**src/rtl/obi_cache_client.sv**
```systemverilog
// OBI manager that turns one host GET/PUT/DELETE into KEY/DATA/OPERATION writes, STATUS polling and DATA reads.
// Optional poll timeout: define OBI_CLIENT_TIMEOUT_EN to abort after POLL_LIMIT busy STATUS reads.
module obi_cache_client #(
    parameter int                      ARCHITECTURE = 32,
    parameter int                      KEY_WIDTH    = 16,
    parameter int                      VALUE_WIDTH  = 64,
    parameter logic [ARCHITECTURE-1:0] BASE_ADDR    = '0,
    parameter int                      POLL_LIMIT   = 255
) (
    input  logic                    clk,
    input  logic                    rst_n,
    input  logic                    cmd_valid_i,
    output logic                    cmd_ready_o,
    input  logic [1:0]              cmd_op_i,
    input  logic [KEY_WIDTH-1:0]    cmd_key_i,
    input  logic [VALUE_WIDTH-1:0]  cmd_value_i,
    output logic                    rsp_valid_o,
    input  logic                    rsp_ready_i,
    output logic                    rsp_hit_o,
    output logic [VALUE_WIDTH-1:0]  rsp_value_o,
    output logic                    rsp_err_o,
    output logic                    obi_req_o,
    input  logic                    obi_gnt_i,
    output logic [ARCHITECTURE-1:0] obi_addr_o,
    output logic                    obi_we_o,
    output logic [3:0]              obi_be_o,
    output logic [ARCHITECTURE-1:0] obi_wdata_o,
    input  logic                    obi_rvalid_i,
    input  logic [ARCHITECTURE-1:0] obi_rdata_i,
    input  logic                    obi_err_i
);
    localparam logic [1:0] OP_GET = 2'd1;
    localparam logic [1:0] OP_PUT = 2'd2;

    typedef enum logic [3:0] {
        S_IDLE, S_WR_KEY, S_WR_DLO, S_WR_DHI, S_WR_OP, S_POLL, S_RD_LO, S_RD_HI, S_RESP
    } state_e;

    state_e                  state_q, state_d;
    logic                    rwait_q, rwait_d;
    logic [1:0]              op_q, op_d;
    logic [KEY_WIDTH-1:0]    key_q, key_d;
    logic [VALUE_WIDTH-1:0]  value_q, value_d;
    logic                    hit_q, hit_d, err_q, err_d;
    logic [ARCHITECTURE-1:0] lo_q, lo_d, hi_q, hi_d;
    logic                    req_q, req_d, we_q, we_d;
    logic [ARCHITECTURE-1:0] addr_q, addr_d, wdata_q, wdata_d;
    logic                    ready_q, ready_d, rsp_valid_q, rsp_valid_d;
`ifdef OBI_CLIENT_TIMEOUT_EN
    localparam int CNT_W = ($clog2(POLL_LIMIT + 1) > 8) ? $clog2(POLL_LIMIT + 1) : 8;
    logic [CNT_W-1:0] cnt_q, cnt_d;
`endif

    always_comb begin
        state_d = state_q;
        rwait_d = rwait_q;
        op_d    = op_q;
        key_d   = key_q;
        value_d = value_q;
        hit_d   = hit_q;
        err_d   = err_q;
        lo_d    = lo_q;
        hi_d    = hi_q;
`ifdef OBI_CLIENT_TIMEOUT_EN
        cnt_d   = cnt_q;
`endif
        case (state_q)
            S_IDLE: begin
                if (cmd_valid_i && ready_q) begin
                    op_d    = cmd_op_i;
                    key_d   = cmd_key_i;
                    value_d = cmd_value_i;
                    hit_d   = 1'b0;
                    err_d   = 1'b0;
                    lo_d    = '0;
                    hi_d    = '0;
                    rwait_d = 1'b0;
                    if (cmd_op_i == 2'd0) begin
                        err_d   = 1'b1;
                        state_d = S_RESP;
                    end else begin
                        state_d = S_WR_KEY;
                    end
                end
            end
            S_RESP: if (rsp_ready_i) state_d = S_IDLE;
            default: begin
                // Bus states: request phase until grant, then wait for the response.
                if (!rwait_q) begin
                    if (obi_gnt_i) rwait_d = 1'b1;
                end else if (obi_rvalid_i) begin
                    rwait_d = 1'b0;
                    if (obi_err_i) begin
                        err_d   = 1'b1;
                        hit_d   = 1'b0;
                        lo_d    = '0;
                        hi_d    = '0;
                        state_d = S_RESP;
                    end else begin
                        case (state_q)
                            S_WR_KEY: state_d = (op_q == OP_PUT) ? S_WR_DLO : S_WR_OP;
                            S_WR_DLO: state_d = S_WR_DHI;
                            S_WR_DHI: state_d = S_WR_OP;
                            S_WR_OP: begin
                                state_d = S_POLL;
`ifdef OBI_CLIENT_TIMEOUT_EN
                                cnt_d   = '0;
`endif
                            end
                            S_POLL: begin
                                if (obi_rdata_i[0]) begin
`ifdef OBI_CLIENT_TIMEOUT_EN
                                    if (int'(cnt_q) >= POLL_LIMIT - 1) begin
                                        err_d   = 1'b1;
                                        hit_d   = 1'b0;
                                        state_d = S_RESP;
                                    end else begin
                                        cnt_d = cnt_q + 1'b1;
                                    end
`endif
                                end else begin
                                    hit_d   = obi_rdata_i[1];
                                    state_d = (op_q == OP_GET && obi_rdata_i[1]) ? S_RD_LO : S_RESP;
                                end
                            end
                            S_RD_LO: begin
                                lo_d    = obi_rdata_i;
                                state_d = S_RD_HI;
                            end
                            S_RD_HI: begin
                                hi_d    = obi_rdata_i;
                                state_d = S_RESP;
                            end
                            default: state_d = S_IDLE;
                        endcase
                    end
                end
            end
        endcase

        // Bus outputs follow the next state, so they hold steady for as long as the state does.
        req_d   = 1'b0;
        we_d    = 1'b0;
        addr_d  = '0;
        wdata_d = '0;
        case (state_d)
            S_WR_KEY: begin
                req_d = 1'b1; we_d = 1'b1; addr_d = BASE_ADDR + ARCHITECTURE'(4);
                wdata_d = ARCHITECTURE'(key_d);
            end
            S_WR_DLO: begin
                req_d = 1'b1; we_d = 1'b1; addr_d = BASE_ADDR + ARCHITECTURE'(8);
                wdata_d = value_d[ARCHITECTURE-1:0];
            end
            S_WR_DHI: begin
                req_d = 1'b1; we_d = 1'b1; addr_d = BASE_ADDR + ARCHITECTURE'(12);
                wdata_d = value_d[VALUE_WIDTH-1:ARCHITECTURE];
            end
            S_WR_OP: begin
                req_d = 1'b1; we_d = 1'b1; addr_d = BASE_ADDR;
                wdata_d = ARCHITECTURE'(op_d);
            end
            S_POLL:  begin req_d = 1'b1; addr_d = BASE_ADDR + ARCHITECTURE'(16); end
            S_RD_LO: begin req_d = 1'b1; addr_d = BASE_ADDR + ARCHITECTURE'(8); end
            S_RD_HI: begin req_d = 1'b1; addr_d = BASE_ADDR + ARCHITECTURE'(12); end
            default: ;
        endcase
        req_d       = req_d && !rwait_d;
        ready_d     = (state_d == S_IDLE);
        rsp_valid_d = (state_d == S_RESP);
    end

    always_ff @(posedge clk or negedge rst_n) begin
        if (!rst_n) begin
            state_q     <= S_IDLE;
            rwait_q     <= 1'b0;
            op_q        <= '0;
            key_q       <= '0;
            value_q     <= '0;
            hit_q       <= 1'b0;
            err_q       <= 1'b0;
            lo_q        <= '0;
            hi_q        <= '0;
            req_q       <= 1'b0;
            we_q        <= 1'b0;
            addr_q      <= '0;
            wdata_q     <= '0;
            ready_q     <= 1'b1;
            rsp_valid_q <= 1'b0;
`ifdef OBI_CLIENT_TIMEOUT_EN
            cnt_q       <= '0;
`endif
        end else begin
            state_q     <= state_d;
            rwait_q     <= rwait_d;
            op_q        <= op_d;
            key_q       <= key_d;
            value_q     <= value_d;
            hit_q       <= hit_d;
            err_q       <= err_d;
            lo_q        <= lo_d;
            hi_q        <= hi_d;
            req_q       <= req_d;
            we_q        <= we_d;
            addr_q      <= addr_d;
            wdata_q     <= wdata_d;
            ready_q     <= ready_d;
            rsp_valid_q <= rsp_valid_d;
`ifdef OBI_CLIENT_TIMEOUT_EN
            cnt_q       <= cnt_d;
`endif
        end
    end

    assign cmd_ready_o = ready_q;
    assign rsp_valid_o = rsp_valid_q;
    assign rsp_hit_o   = hit_q;
    assign rsp_err_o   = err_q;
    assign rsp_value_o = {hi_q, lo_q};
    assign obi_req_o   = req_q;
    assign obi_addr_o  = addr_q;
    assign obi_we_o    = we_q;
    assign obi_be_o    = 4'hF;
    assign obi_wdata_o = wdata_q;
endmodule

```
**config.mk**
```make
export PLATFORM = sky130hd
export DESIGN_NAME = obi_cache_client
export DESIGN_NICKNAME = d
export VERILOG_FILES = /design/src/rtl/obi_cache_client.sv
export SDC_FILE = /design/constraint.sdc
export NUM_CORES = 1
export LEC_CHECK = 0
export BUFFER_PORTS_ARGS = -buffer_cell sky130_fd_sc_hd__buf_4
export CAP_MARGIN = 40
export CORE_UTILIZATION = 40
export CTS_CLUSTER_DIAMETER = 120
export DETAILED_ROUTE_END_ITERATION = 7
export PLACE_DENSITY_LB_ADDON = 0.3
export SKIP_CTS_REPAIR_TIMING = 1
export SLEW_MARGIN = 10
export SYNTH_ARGS = -nofsm -noshare
export SYNTH_HDL_FRONTEND = slang
export SYNTH_SLANG_ARGS = --single-unit
```
**constraint.sdc**
```tcl
create_clock -name clk -period 2.9 [get_ports clk]
set_clock_uncertainty 0.1 [all_clocks]
set_input_delay 0.87 -clock clk [delete_from_list [all_inputs] [get_ports clk]]
set_output_delay 0.87 -clock clk [all_outputs]
set_load 0.005 [all_outputs]
```
---- Word level (Yosys, flattened, before mapping) ----
Cells that the tools add are included.
word-level totals
  flip-flop bits (word level) ............. 221
  bits in latches ......................... 0
  memory bits (writable) .................. 0
  memory bits (read-only) ................. 0
  input bits .............................. 121
  output and inout port bits .............. 138
  word-level logic and storage cells ...... 107
  memories kept ........................... 0
operators by class
  add/sub/neg operators ................... 0
  $mul .................................... 0
  divide/modulo/power cells ............... 0
  $lt $le $gt $ge ......................... 0
  eq/ne operators ......................... 20
  shifts and indexed selects .............. 0
  muxes and demuxes ....................... 50
  bitwise gates (word level) .............. 1
  reduce and logical (&&, ||, !) cells .... 21
operators with widths
  cell                                                                   number
  32-bit two-way mux                                                     9
  64-bit two-way mux                                                     2
  32-bit one-hot mux with 2 select lines                                 2
  32-bit one-hot mux with 4 select lines                                 1
  4-bit by 3-bit equality test with 1-bit output, second input constant  8
  16-bit two-way mux                                                     2
  4-bit two-way mux                                                      8
  4-bit one-hot mux with 7 select lines                                  1
  5-bit one-hot mux with 4 select lines                                  1
  1-bit two-way mux                                                      17
  4-bit by 2-bit equality test with 1-bit output, second input constant  4
  5-bit AND reduction                                                    3
  3-bit nonzero test                                                     3
  4-bit by 1-bit equality test with 1-bit output, second input constant  2
  4-bit equality test, second input constant                             2
  4-bit zero test                                                        2
  4-bit one-hot mux with 2 select lines                                  1
  7-bit OR reduction                                                     1
  1-bit one-hot mux with 2 select lines                                  3
  6-bit AND reduction                                                    1
  2-bit nonzero test                                                     3
  2-bit two-way mux                                                      2
  2-bit OR reduction                                                     2
  4-bit OR reduction                                                     1
  other kinds (9)                                                        11

---- Longest topological paths before layout ----
  word-level depth ........................ 13
  mapped depth ............................ 10
  mapped depth without buffers ............ 6

---- Least setup slack after synthesis ----
OpenSTA, ideal clock, no wires.
  kind .................................... input to register
  from .................................... input obi_err_i
  to ...................................... register wdata_q[17], in the netlist obi_wdata_o[17]
  library setup time ...................... 0.122 ns
  arrival ................................. 2.337 ns
  required time ........................... 2.678 ns
  path slack .............................. 0.341 ns
  cell stages on the path ................. 8
  path buffers ............................ 2
  path through ............................ nand4bb_1 > or4b_1 > o311a_1 > buf_6 > inv_4 > nor2_4 > buf_6 > a32o_1
on the way
  cells in the longest elaborated chain, start to end .. 6
ends and longest elaborated chain
  what                                                                          RTL line  source
  start: declaration                                                            30        input logic obi_err_i
  4-bit two-way mux *                                                           93        if (obi_err_i) begin
  4-bit two-way mux *                                                           91        end else if (obi_rvalid_i) begin
  4-bit two-way mux *                                                           89        if (!rwait_q) begin
  4-bit one-hot mux with 2 select lines *                                       67        case (state_q)
  via state_d[2]                                                                39        state_e state_q, state_d;
  4-bit by 3-bit equality test with 1-bit output, or another cell as far along  146       case (state_d)
  32-bit one-hot mux with 4 select lines *                                      146
  via wdata_d[17]                                                               47        logic [ARCHITECTURE-1:0] addr_q, addr_d, wdata_q, wdata_d;
  end signal: assignment                                                        206       wdata_q <= wdata_d;
  end: declaration                                                              47
The timed path passes the listed nets; every way through them passes the cells marked *.
A chain may end at the register's enable or synchronous reset.

---- Final worst setup path ----
  from .................................... register state_q[2]
  to ...................................... register wdata_q[12], in the netlist obi_wdata_o[12]
on the way
  cells in the longest elaborated chain, start to end .. 8
ends and longest elaborated chain
  what                                                                          RTL line  source
  start: declaration                                                            39
  start signal: assignment                                                      194       state_q <= state_d;
  4-bit by 3-bit equality test with 1-bit output, or another cell as far along  100       case (state_q)
  4-bit one-hot mux with 7 select lines                                         100
  4-bit two-way mux                                                             93
  4-bit two-way mux                                                             91
  4-bit two-way mux                                                             89
  4-bit one-hot mux with 2 select lines                                         67
  4-bit by 3-bit equality test with 1-bit output, or another cell as far along  146
  32-bit one-hot mux with 4 select lines *                                      146
  via wdata_d[12]                                                               47
Marked as above.

==> metrics <==
result of the run=completed; syn avg cell area=13.6 um2; summed area of non-filler cells in the final layout=10800 um2; diode count=0; internal reg-to-reg setup slack=0.32 ns; most common cell after layout, fill and taps aside=sky130_fd_sc_hd__buf_4; count of unresolved DRC violations after routing=0; gate count after technology mapping=604; DR vias=5419; Synth Area in Compound Gates=7.24%; number of design-rule violations left by the first detailed-router iteration=292; Top Family by Delay on Critical Path=compound AO/OA/AOI/OAI gates; data arrival time of the critical path=2.79 ns; leakage power=5.26 nW; worst hold path class=input port to async pin; placer congestion estimate=0.805; clock sinks=192; number of failing hold endpoints at the final stage=0; Synth Area in Adders=0%; Max Slew Vio Count=0; CTS tree=yes; worst slew pin tran=0.589 ns; portion of netlist area occupied by mux cells=19.5%; Reg-to-Reg Start=state_q[2]; area delta synth->final=31.5%; capturing element type of the critical path=flop; RSZ-0062 raised after global routing=no; clock latency at the later pin of the worst-skew pair=0.42 ns; total of endpoints with negative setup slack in the final report=0; CP Data Required Time=3.12 ns; headroom to the max-slew limit=60.6%; aggregate global-route resource usage=18.0%; maximum clock insertion buffer count=2; total gr overflow=0; final period utilization=88.9%; Post-DRT Antenna Nets=0; initial cell density of the core=40.7%; Critical Path End=obi_wdata_o[12]; fill cell count=1759; horizontal die dimension=145 um; netlist area before placement=8230 um2; wire length of the first global-routing pass=30200 um; most common flop cell mapped by yosys=sky130_fd_sc_hd__dfrtp_1; boundary pin count=259; Routed Wire Length=18400 um; achievable clock frequency=388 MHz; number of max-cap violations=0; least setup slack across all paths after layout=0.322 ns; worst slack at placement=0.0633 ns; cell area reported after detailed placement=10200 um2; port bufs=225; final critical-path required period=2.58 ns; post-synth top area share=58.1%; EDFF count, synth=0; per-cell routed wire length=16.4 um; depth of the critical timing path with buffers and inverters included=5; worst reg2reg endpoint=obi_wdata_o[12]; Detailed Routing Iterations Pass 1=4; area of the die=21200 um2; dominant combinational cell family by area after synthesis=multiplexers; Hold Slack=0.309 ns; pin count of the biggest net entering global routing=55; standard cell core area=20200 um2; Crit path buffers/inverters=0; vias in the first global route=5764; fraction of the mapped netlist area in simple logic gates=7.97%; share of the yosys chip area belonging to registers=58.4%; setup_tns=0 ns; number of cells on the worst reg-to-reg path=5; Worst IR Drop VDD=0.506 mV; Clock Root Buffer=sky130_fd_sc_hd__clkbuf_16; start point of the critical path=state_q[2]; critical path's largest stage delay=0.52 ns; HPWL after detailed placement=13100 um; CP max FO=16; Die Y-Extent=145 um; Clock H-tree levels=4; clock-pin transition on the worst setup and hold timing paths=0.07 ns; fraction of final layout cells with drive strength greater than 1=50.9%; number of clock buffers inserted by TritonCTS=17; standard-cell rows=52; number of distinct library cells after synthesis=54; type of the worst setup path=flop to flop; Worst Setup Start Kind=flop; total power per unit cell area=1030 nW/um2; chain of cells forming the critical path=or3_1 -> nand2b_1 -> o311a_1 -> o211ai_4 -> o32ai_1; top library cells by usage in the layout, fill and taps aside=sky130_fd_sc_hd__buf_4, sky130_fd_sc_hd__dfrtp_1, sky130_fd_sc_hd__mux2_2; number of nets in the finished design=960; leading post-synthesis cells by cell area=sky130_fd_sc_hd__dfrtp_1, sky130_fd_sc_hd__mux2_2, sky130_fd_sc_hd__buf_4; number of synthesized register bits=192; initial antenna violation count=0; total number of yosys warnings=0; Post-Synth XOR/XNOR Area=0.106%; Synth async-reset ratio=100%; mean number of vias per cell=4.83; worst-path cell with the longest stage delay=sky130_fd_sc_hd__or3_1; cell taking the most area after synthesis=sky130_fd_sc_hd__dfrtp_1
cell usage after synthesis, types with 2 or more instances:
master                      instances
sky130_fd_sc_hd__a211oi_1           4
sky130_fd_sc_hd__a21oi_1            5
sky130_fd_sc_hd__a22oi_1            2
sky130_fd_sc_hd__a32o_1            17
sky130_fd_sc_hd__and2_1            33
sky130_fd_sc_hd__and3b_1            2
sky130_fd_sc_hd__buf_2              9
sky130_fd_sc_hd__buf_4             44
sky130_fd_sc_hd__buf_6              7
sky130_fd_sc_hd__clkbuf_1           5
sky130_fd_sc_hd__conb_1             2
sky130_fd_sc_hd__dfrtp_1          191
sky130_fd_sc_hd__inv_1             16
sky130_fd_sc_hd__inv_2              2
sky130_fd_sc_hd__mux2_2           128
sky130_fd_sc_hd__mux2i_1           16
sky130_fd_sc_hd__nand2_1            7
sky130_fd_sc_hd__nand2b_1           3
sky130_fd_sc_hd__nand3_1            7
sky130_fd_sc_hd__nand4_1            5
sky130_fd_sc_hd__nand4bb_1          2
sky130_fd_sc_hd__nor2_1            35
sky130_fd_sc_hd__nor2_2             2
sky130_fd_sc_hd__nor2_4             3
sky130_fd_sc_hd__nor2b_1            3
sky130_fd_sc_hd__nor3_1             3
sky130_fd_sc_hd__nor3b_1            2
sky130_fd_sc_hd__o211ai_1           2
sky130_fd_sc_hd__o21ai_0            9
sky130_fd_sc_hd__o32ai_1            9
sky130_fd_sc_hd__o32ai_2            5
sky130_fd_sc_hd__or4b_1             2
cell families after synthesis:
| family | after synthesis |
|---|---|
| flops | 192 |
| mux | 144 |
| simple gates | 115 |
| buf+inv | 85 |
| compound gates | 65 |
| other cells | 2 |
| xor+xnor | 1 |
sequential cells by signal, indices dropped and copies added, names as in the netlist, 2 cells and up:
| signal | cells |
|---|---|
| value_q | 64 |
| hi_q | 32 |
| lo_q | 32 |
| obi_wdata_o | 32 |
| key_q | 16 |
| state_q | 4 |
| obi_addr_o | 3 |
| op_q | 2 |
worst reg2reg max path: cells and delay by family, from the launching register on:
kind | cells | cell delay (ns)
compound gates | 3 | 1.19
simple gates | 2 | 0.68
flops | 1 | 0.51
layout make-up:
class                      instances  area (um2)  share of cell area (%)
inverter                          20        82.6                   0.763
timing repair buffer             250        2000                    18.4
clock buffer                      18         429                    3.97
sequential                       192        4810                    44.4
clock inverter                    14         175                    1.62
multi-input combinational        358        3000                    27.7
tap                              270         338                    3.12
worst min-delay path by stage:
stage	from	end	slack (ns)	depth (start not counted)
global placement	value_q[4]	value_q[4]	0.36	2
floorplan	value_q[11]	value_q[11]	0.35	2
global route	rst_n	hi_q[10]	0.33	1
CTS	rst_n	value_q[2]	0.31	1
detailed placement	value_q[6]	value_q[6]	0.37	2
finish	rst_n	hi_q[10]	0.31	1
per-stage QoR:
| stage | instances | utilization (%) | total power, mW |
|---|---|---|---|
| finish | 1122 | 53.5 | 11.1 |
| global route | 1122 | 53.5 | 11.8 |
| detailed placement | 1090 | 50.5 | 8.82 |
| CTS | 1122 | 53.5 | 11.2 |
| floorplan | 635 | - | 7.15 |
| global placement | 1090 | 50.5 | 8.72 |
power breakdown:
part	total, mW	internal, mW	switching [mW]
sequential	4.15	3.75	0.407
clock	2.37	1.30	1.07
combinational	4.57	2.36	2.21
total	11.1	7.41	3.69
routing by layer:
layer	global-route usage, %	up-vias	share of wire [%]
met1	23.4	2676	45
met5	0	-	0
met2	29.2	199	47
met4	4.32	0	0.95
met3	5.74	11	7.1
li1	-	2533	-
No activity file was read; power rests on OpenSTA's default activity.
